### config.mk
export PLATFORM = sky130hd
export DESIGN_NAME = imem_uart_loader
export DESIGN_NICKNAME = d
export VERILOG_FILES = /design/src/rtl/imem_uart_loader.sv
export SDC_FILE = /design/constraint.sdc
export NUM_CORES = 1
export LEC_CHECK = 0
export CAP_MARGIN = 20
export CELL_PAD_IN_SITES_DETAIL_PLACEMENT = 1
export CELL_PAD_IN_SITES_GLOBAL_PLACEMENT = 2
export CORE_MARGIN = 10
export CORE_UTILIZATION = 40
export DETAILED_ROUTE_END_ITERATION = 10
export GPL_TIMING_DRIVEN = 0
export HOLD_SLACK_MARGIN = 0.12
export PLACE_DENSITY_LB_ADDON = 0.12
export SYNTH_ARGS = -nofsm -noshare
export SYNTH_HDL_FRONTEND = slang
export SYNTH_SLANG_ARGS = --single-unit
### constraint.sdc
create_clock -name Clk -period 3.7 [get_ports Clk]
set_input_delay 0.37 -clock Clk [delete_from_list [all_inputs] [get_ports Clk]]
set_output_delay 0.37 -clock Clk [all_outputs]
set_load 0.1 [all_outputs]
### src/rtl/imem_uart_loader.sv
// UART program loader: receives an 8N1 framed byte stream (0xA5, COUNT, data words)
// and writes big-endian 32-bit words into instruction memory, holding the CPU until done.
module imem_uart_loader #(
  parameter int CLKS_PER_BIT = 868,
  parameter int ADDR_WIDTH   = 10
) (
  input  logic                  Clk,
  input  logic                  Rst,
  input  logic                  RxD,
  output logic                  IM_WrEn,
  output logic [ADDR_WIDTH-1:0] IM_WrAddr,
  output logic [31:0]           IM_WrData,
  output logic                  CpuHold,
  output logic                  Done,
  output logic                  Error
);

  localparam int              CNT_W     = $clog2(CLKS_PER_BIT);
  localparam logic [CNT_W-1:0] BIT_LAST  = CNT_W'(CLKS_PER_BIT - 1);
  localparam logic [CNT_W-1:0] HALF_LAST = CNT_W'(CLKS_PER_BIT / 2 - 1);
  localparam logic [7:0]       HEADER    = 8'hA5;
  localparam logic [16:0]      CAPACITY  = 17'(2 ** ADDR_WIDTH);

  typedef enum logic [1:0] {
    RX_IDLE,
    RX_START,
    RX_DATA,
    RX_STOP
  } rxState_t;

  typedef enum logic [2:0] {
    LD_IDLE,
    LD_CNT_HI,
    LD_CNT_LO,
    LD_DATA,
    LD_WRITE,
    LD_DONE
  } ldState_t;

  rxState_t r_rxState, w_rxNext;
  ldState_t r_ldState, w_ldNext;

  logic                  r_rxMeta, r_rxSync, r_rxPrev;
  logic [CNT_W-1:0]      r_clkCnt;
  logic [2:0]            r_bitIdx;
  logic [7:0]            r_shift;
  logic [7:0]            r_byte;
  logic                  r_byteValid, r_frameErr;

  logic [7:0]            r_countHi;
  logic [15:0]           r_count;
  logic [ADDR_WIDTH-1:0] r_addr;
  logic [16:0]           r_written;
  logic [1:0]            r_byteIdx;
  logic [23:0]           r_assembly;
  logic                  r_wrEn;
  logic [ADDR_WIDTH-1:0] r_wrAddr;
  logic [31:0]           r_wrData;
  logic                  r_cpuHold, r_done, r_error;

  logic                  w_fallEdge, w_halfTick, w_bitTick;
  logic                  w_header, w_countZero, w_countBig, w_lastWord;
  logic [15:0]           w_count;

  assign w_fallEdge  = r_rxPrev & ~r_rxSync;
  assign w_halfTick  = (r_clkCnt == HALF_LAST);
  assign w_bitTick   = (r_clkCnt == BIT_LAST);

  assign w_header    = r_byteValid && (r_byte == HEADER);
  assign w_count     = {r_countHi, r_byte};
  assign w_countZero = (w_count == 16'd0);
  assign w_countBig  = ({1'b0, w_count} > CAPACITY);
  assign w_lastWord  = ((r_written + 17'd1) == {1'b0, r_count});

  // RxD idles high, so the synchronizer and edge history reset to 1 to avoid a false start.
  always_ff @(posedge Clk or negedge Rst) begin
    if (!Rst) begin
      r_rxMeta <= 1'b1;
      r_rxSync <= 1'b1;
      r_rxPrev <= 1'b1;
    end else begin
      r_rxMeta <= RxD;
      r_rxSync <= r_rxMeta;
      r_rxPrev <= r_rxSync;
    end
  end

  always_ff @(posedge Clk or negedge Rst) begin
    if (!Rst) r_rxState <= RX_IDLE;
    else      r_rxState <= w_rxNext;
  end

  always_comb begin
    w_rxNext = r_rxState;
    unique case (r_rxState)
      RX_IDLE:  if (w_fallEdge) w_rxNext = RX_START;
      RX_START: if (w_halfTick) w_rxNext = r_rxSync ? RX_IDLE : RX_DATA;
      RX_DATA:  if (w_bitTick && (r_bitIdx == 3'd7)) w_rxNext = RX_STOP;
      RX_STOP:  if (w_bitTick) w_rxNext = RX_IDLE;
      default:  w_rxNext = RX_IDLE;
    endcase
  end

  // Bit timing counts from the mid-start sample, so every later sample lands mid-bit.
  always_ff @(posedge Clk or negedge Rst) begin
    if (!Rst) begin
      r_clkCnt    <= '0;
      r_bitIdx    <= 3'd0;
      r_shift     <= 8'd0;
      r_byte      <= 8'd0;
      r_byteValid <= 1'b0;
      r_frameErr  <= 1'b0;
    end else begin
      r_byteValid <= 1'b0;
      r_frameErr  <= 1'b0;
      unique case (r_rxState)
        RX_IDLE: begin
          r_clkCnt <= '0;
          r_bitIdx <= 3'd0;
        end
        RX_START: begin
          r_clkCnt <= w_halfTick ? '0 : r_clkCnt + 1'b1;
        end
        RX_DATA: begin
          if (w_bitTick) begin
            r_clkCnt <= '0;
            r_shift  <= {r_rxSync, r_shift[7:1]};
            r_bitIdx <= r_bitIdx + 3'd1;
          end else begin
            r_clkCnt <= r_clkCnt + 1'b1;
          end
        end
        RX_STOP: begin
          if (w_bitTick) begin
            r_clkCnt <= '0;
            if (r_rxSync) begin
              r_byteValid <= 1'b1;
              r_byte      <= r_shift;
            end else begin
              r_frameErr  <= 1'b1;
            end
          end else begin
            r_clkCnt <= r_clkCnt + 1'b1;
          end
        end
        default: r_clkCnt <= '0;
      endcase
    end
  end

  always_ff @(posedge Clk or negedge Rst) begin
    if (!Rst) r_ldState <= LD_IDLE;
    else      r_ldState <= w_ldNext;
  end

  // A framing error aborts any in-progress load; DONE is the only state it leaves alone.
  always_comb begin
    w_ldNext = r_ldState;
    unique case (r_ldState)
      LD_IDLE, LD_DONE: begin
        if (w_header) w_ldNext = LD_CNT_HI;
      end
      LD_CNT_HI: begin
        if (r_frameErr)       w_ldNext = LD_IDLE;
        else if (r_byteValid) w_ldNext = LD_CNT_LO;
      end
      LD_CNT_LO: begin
        if (r_frameErr) begin
          w_ldNext = LD_IDLE;
        end else if (r_byteValid) begin
          if (w_countZero)     w_ldNext = LD_DONE;
          else if (w_countBig) w_ldNext = LD_IDLE;
          else                 w_ldNext = LD_DATA;
        end
      end
      LD_DATA: begin
        if (r_frameErr)                               w_ldNext = LD_IDLE;
        else if (r_byteValid && (r_byteIdx == 2'd3))  w_ldNext = LD_WRITE;
      end
      LD_WRITE: begin
        w_ldNext = w_lastWord ? LD_DONE : LD_DATA;
      end
      default: w_ldNext = LD_IDLE;
    endcase
  end

  always_ff @(posedge Clk or negedge Rst) begin
    if (!Rst) begin
      r_countHi  <= 8'd0;
      r_count    <= 16'd0;
      r_addr     <= '0;
      r_written  <= 17'd0;
      r_byteIdx  <= 2'd0;
      r_assembly <= 24'd0;
      r_wrEn     <= 1'b0;
      r_wrAddr   <= '0;
      r_wrData   <= 32'd0;
      r_cpuHold  <= 1'b1;
      r_done     <= 1'b0;
      r_error    <= 1'b0;
    end else begin
      r_wrEn <= 1'b0;
      if (r_frameErr) r_error <= 1'b1;
      unique case (r_ldState)
        LD_IDLE, LD_DONE: begin
          if (w_header) begin
            r_error   <= 1'b0;
            r_cpuHold <= 1'b1;
            r_done    <= 1'b0;
          end
        end
        LD_CNT_HI: begin
          if (r_byteValid) r_countHi <= r_byte;
        end
        LD_CNT_LO: begin
          if (r_byteValid) begin
            r_count   <= w_count;
            r_addr    <= '0;
            r_written <= 17'd0;
            r_byteIdx <= 2'd0;
            if (w_countZero) begin
              r_done    <= 1'b1;
              r_cpuHold <= 1'b0;
            end else if (w_countBig) begin
              r_error   <= 1'b1;
            end
          end
        end
        LD_DATA: begin
          if (r_byteValid) begin
            r_assembly <= {r_assembly[15:0], r_byte};
            r_byteIdx  <= r_byteIdx + 2'd1;
            if (r_byteIdx == 2'd3) begin
              r_wrEn   <= 1'b1;
              r_wrAddr <= r_addr;
              r_wrData <= {r_assembly, r_byte};
            end
          end
        end
        LD_WRITE: begin
          r_addr    <= r_addr + 1'b1;
          r_written <= r_written + 17'd1;
          if (w_lastWord) begin
            r_done    <= 1'b1;
            r_cpuHold <= 1'b0;
          end
        end
        default: r_wrEn <= 1'b0;
      endcase
    end
  end

  assign IM_WrEn   = r_wrEn;
  assign IM_WrAddr = r_wrAddr;
  assign IM_WrData = r_wrData;
  assign CpuHold   = r_cpuHold;
  assign Done      = r_done;
  assign Error     = r_error;

endmodule

==> summary.md <==
| Metric | Value |
|---|---|
| Register area | `4059 um^2` |
| Final wirelength | `18.49 mm` |
| RSZ-0062 raised after global routing | `no` |
| Layout cells sized above 1 | `20.43%` |
| Final cycle utilization of the critical path | `83.91%` |
| Initial DRC Count | `234` |
| Clk sink count | `162` |
| Register area share after synthesis | `55.01%` |
| Crit start category | `register` |
| Final ANT Viol Nets | `0` |
| Clock power share | `47.9%` |
| Gr ovfl total | `0` |
| H-tree Lvls | `4` |
| Worst Setup Slack, final | `0.5954 ns` |
| Tmin final | `3.105 ns` |
| Gpl congestion | `0.8364` |
| Post-Syn Nets | `665` |
| Avg Cell Area, Syn | `11.26 um^2` |
| Largest net degree at the start of global routing | `93` |
| Total track usage | `15.90%` |
| Nets | `736` |
| Initial Utilization | `40.93%` |
| Vias in the first global route | `5630` |
| Synth Warn # | `0` |
| Crit Path Class | `reg2reg` |
| EDFF count, synth | `0` |
| Cells after DPL | `933` |
| Initial antenna violation count | `0` |
| Core Rows | `49` |
| Seq pwr share | `48.3%` |
| Commonest non-fill, non-tap cells in the layout | `dfrtp_1 (158), mux2_2 (91), nand2_1 (88), clkdlybuf4s50_1 (47), nor2_1 (45)` |
| Root buf cell | `clkbuf_16` |
| Routed wire per std cell | `19.10 um` |
| VDD IR-drop max | `0.3119 mV` |
| Final Hold Fails | `0` |
| Footprint of the multi-input gates | `3128 um^2` |
| Area Overhead vs Synth | `19.35%` |
| Clock latency on the worst-skew pair | `0.42 ns` |
| DRC Markers | `0` |
| Hold Crit Class | `in2reg` |
| Die Height | `155.8 um` |
| Post-place setup slack | `0.6371 ns` |
| Longest Clk Path Bufs | `2` |
| Max Clock Skew | `0.007918 ns` |
| Power Density | `431.5 nW/um^2` |
| Main synth FF type | `dfrtp_1` |
| Commonest non-fill, non-tap cell in the layout | `dfrtp_1` |
| CTS tree | `done` |
| Slew Limit Fails | `0` |
| CP arrival | `3.41 ns` |
| First-pass GRT wire length | `30.89 mm` |
| Top-Level Pins | `49` |
| Ys async rst share | `100.0%` |
| # diodes | `0` |
| First-pass DRT Iterations | `4` |
| Cells after Synth | `655` |
| Combinational share of power | `3.8%` |
| Resized Gates After CTS | `0` |
| Rel. slew slack | `32.37%` |
| Die Span X | `155.8 um` |
| Post-synthesis register bit count | `162` |
| Worst Tran Pin Value | `1.011 ns` |
| Max cap viols | `0` |
| Clock transition at path regs | `0.07 ns` |
| Vias | `5223` |
| FILL cells | `1943` |
| Layout Cells excl Fill | `968` |
| Psw | `0.9187 mW` |
| # port buffers | `48` |
| Switch share | `24.18%` |
| Req. time, crit path | `4.01 ns` |
| Synth Cell Area | `7378 um^2` |
| Internal Power | `2.881 mW` |
| Status | `completed` |
| TritonCTS buffer count | `17` |
| Number of distinct library cells after synthesis | `60` |
| Final HPWL DP | `12.88 mm` |
| Core Box Area | `18020 um^2` |
| Top achievable clock speed | `322.1 MHz` |
| CP endpoint kind | `register` |
| Die ar. | `24280 um^2` |
| Number of vias per cell | `5.396` |
| Leak pwr | `4.159 nW` |
| Endpoints failing setup | `0` |
| Crit path max fanout | `9` |
[power groups by stage]
stage	Clock, mW	Combinational (mW)	Sequential [mW]
floorplan	0	0.0810	1.86
global placement	0	0.136	1.87
detailed placement	0	0.147	1.87
CTS	1.87	0.149	1.84
global route	1.95	0.169	1.84
finish	1.82	0.143	1.84
[final cells by class]
cell class / count / share of cell area (%)
buffer: 33 / 1.748
clock buffer: 18 / 4.987
clock inverter: 14 / 1.918
inverter: 10 / 0.4263
multi-input combinational: 450 / 35.52
sequential: 162 / 46.09
tap: 229 / 3.254
timing repair buffer: 52 / 6.053
[per-stage QoR]
step | cell area, um^2 | power, mW | util, % | setup TNS (ns) | hold WS [ns]
5_1_grt | 8806 | 3.957 | 48.85 | 0 | 0.3260
6_report | 8806 | 3.800 | 48.85 | 0 | 0.3449
3_3_place_gp | 8145 | 2.004 | 45.19 | -685.60 | 0.3470
4_1_cts | 8796 | 3.852 | 48.80 | 0 | 0.3298
3_5_place_dp | 8178 | 2.016 | 45.37 | 0 | 0.3509
2_1_floorplan | 7378 | 1.942 | - | 0 | 0.07441
[registers in the layout, indices dropped and copies added, names as in the netlist, 8 cells and up, named ones only]
signal,flops
r_addr,10
r_count,16
r_shift,8
r_assembly,24
r_byte,8
r_countHi,8
r_written,17
r_clkCnt,10
IM_WrAddr,10
IM_WrData,32
[worst paths after layout]
kind                                           from                       end  slack, ns  depth (start not counted)
min                                             RxD        r_rxMeta$_DFF_PN1_       0.34                          1
max reg2reg                r_written[0]$_DFFE_PN0P_  r_ldState[1]$_DFFE_PN0P_       0.60                          7
max                        r_written[0]$_DFFE_PN0P_  r_ldState[1]$_DFFE_PN0P_       0.60                          7
min reg2reg                      r_rxMeta$_DFF_PN1_        r_rxSync$_DFF_PN1_       0.36                          0
max in group asynchronous                       Rst  IM_WrData[9]$_DFFE_PN0P_       2.34                          3
min in group asynchronous                       Rst  IM_WrAddr[5]$_DFFE_PN0P_       0.54                          2
[cell usage after synthesis (6+ instances only)]
cell type	count	area, um^2
ha_1	7	87.58
nand2_1	88	330.3
o31ai_1	6	45.04
dfrtp_1	158	3954
and3_1	11	68.82
nand4_1	11	68.82
nor2_1	45	168.9
xor2_1	12	105.1
xnor2_1	16	140.1
a21oi_1	13	65.06
nand3_1	20	100.1
inv_1	10	37.54
clkbuf_1	23	86.33
mux2_2	91	1025
o21ai_0	43	215.2
nor3_1	7	35.03
nand2b_1	6	37.54
[critical path, cell delays in order (launching register included)]
cell and delay (ns):
dfrtp_1 0.51, and3_1 0.20, clkbuf_1 0.37, nand4_2 0.24
xnor2_1 0.20, or4_1 0.55, or4_4 0.54, a221o_1 0.37
[logic make-up after synthesis]
kind of cell,share of synthesized area (%)
multiplexers,14.43
adder cells (fa/ha/maj),1.187
AND/OR/NAND/NOR,15.28
buffers and inverters,2.594
flip-flops,55.01
XOR/XNOR,3.544
AO/OA/AOI/OAI,7.953
[metal layers]
layer  global-route usage (%)  share of wire [%]
met4                    4.679                1.8
met5                        0                  0
met1                    19.68                 45
met3                    4.659                4.4
met2                    26.27                 49
[timing repair]
action,in CTS,in global routing
hold endpoints to repair,87,0
hold buffers,1,0
buffers inserted,0,0
Note: power is estimated with default switching activity, not from simulation.
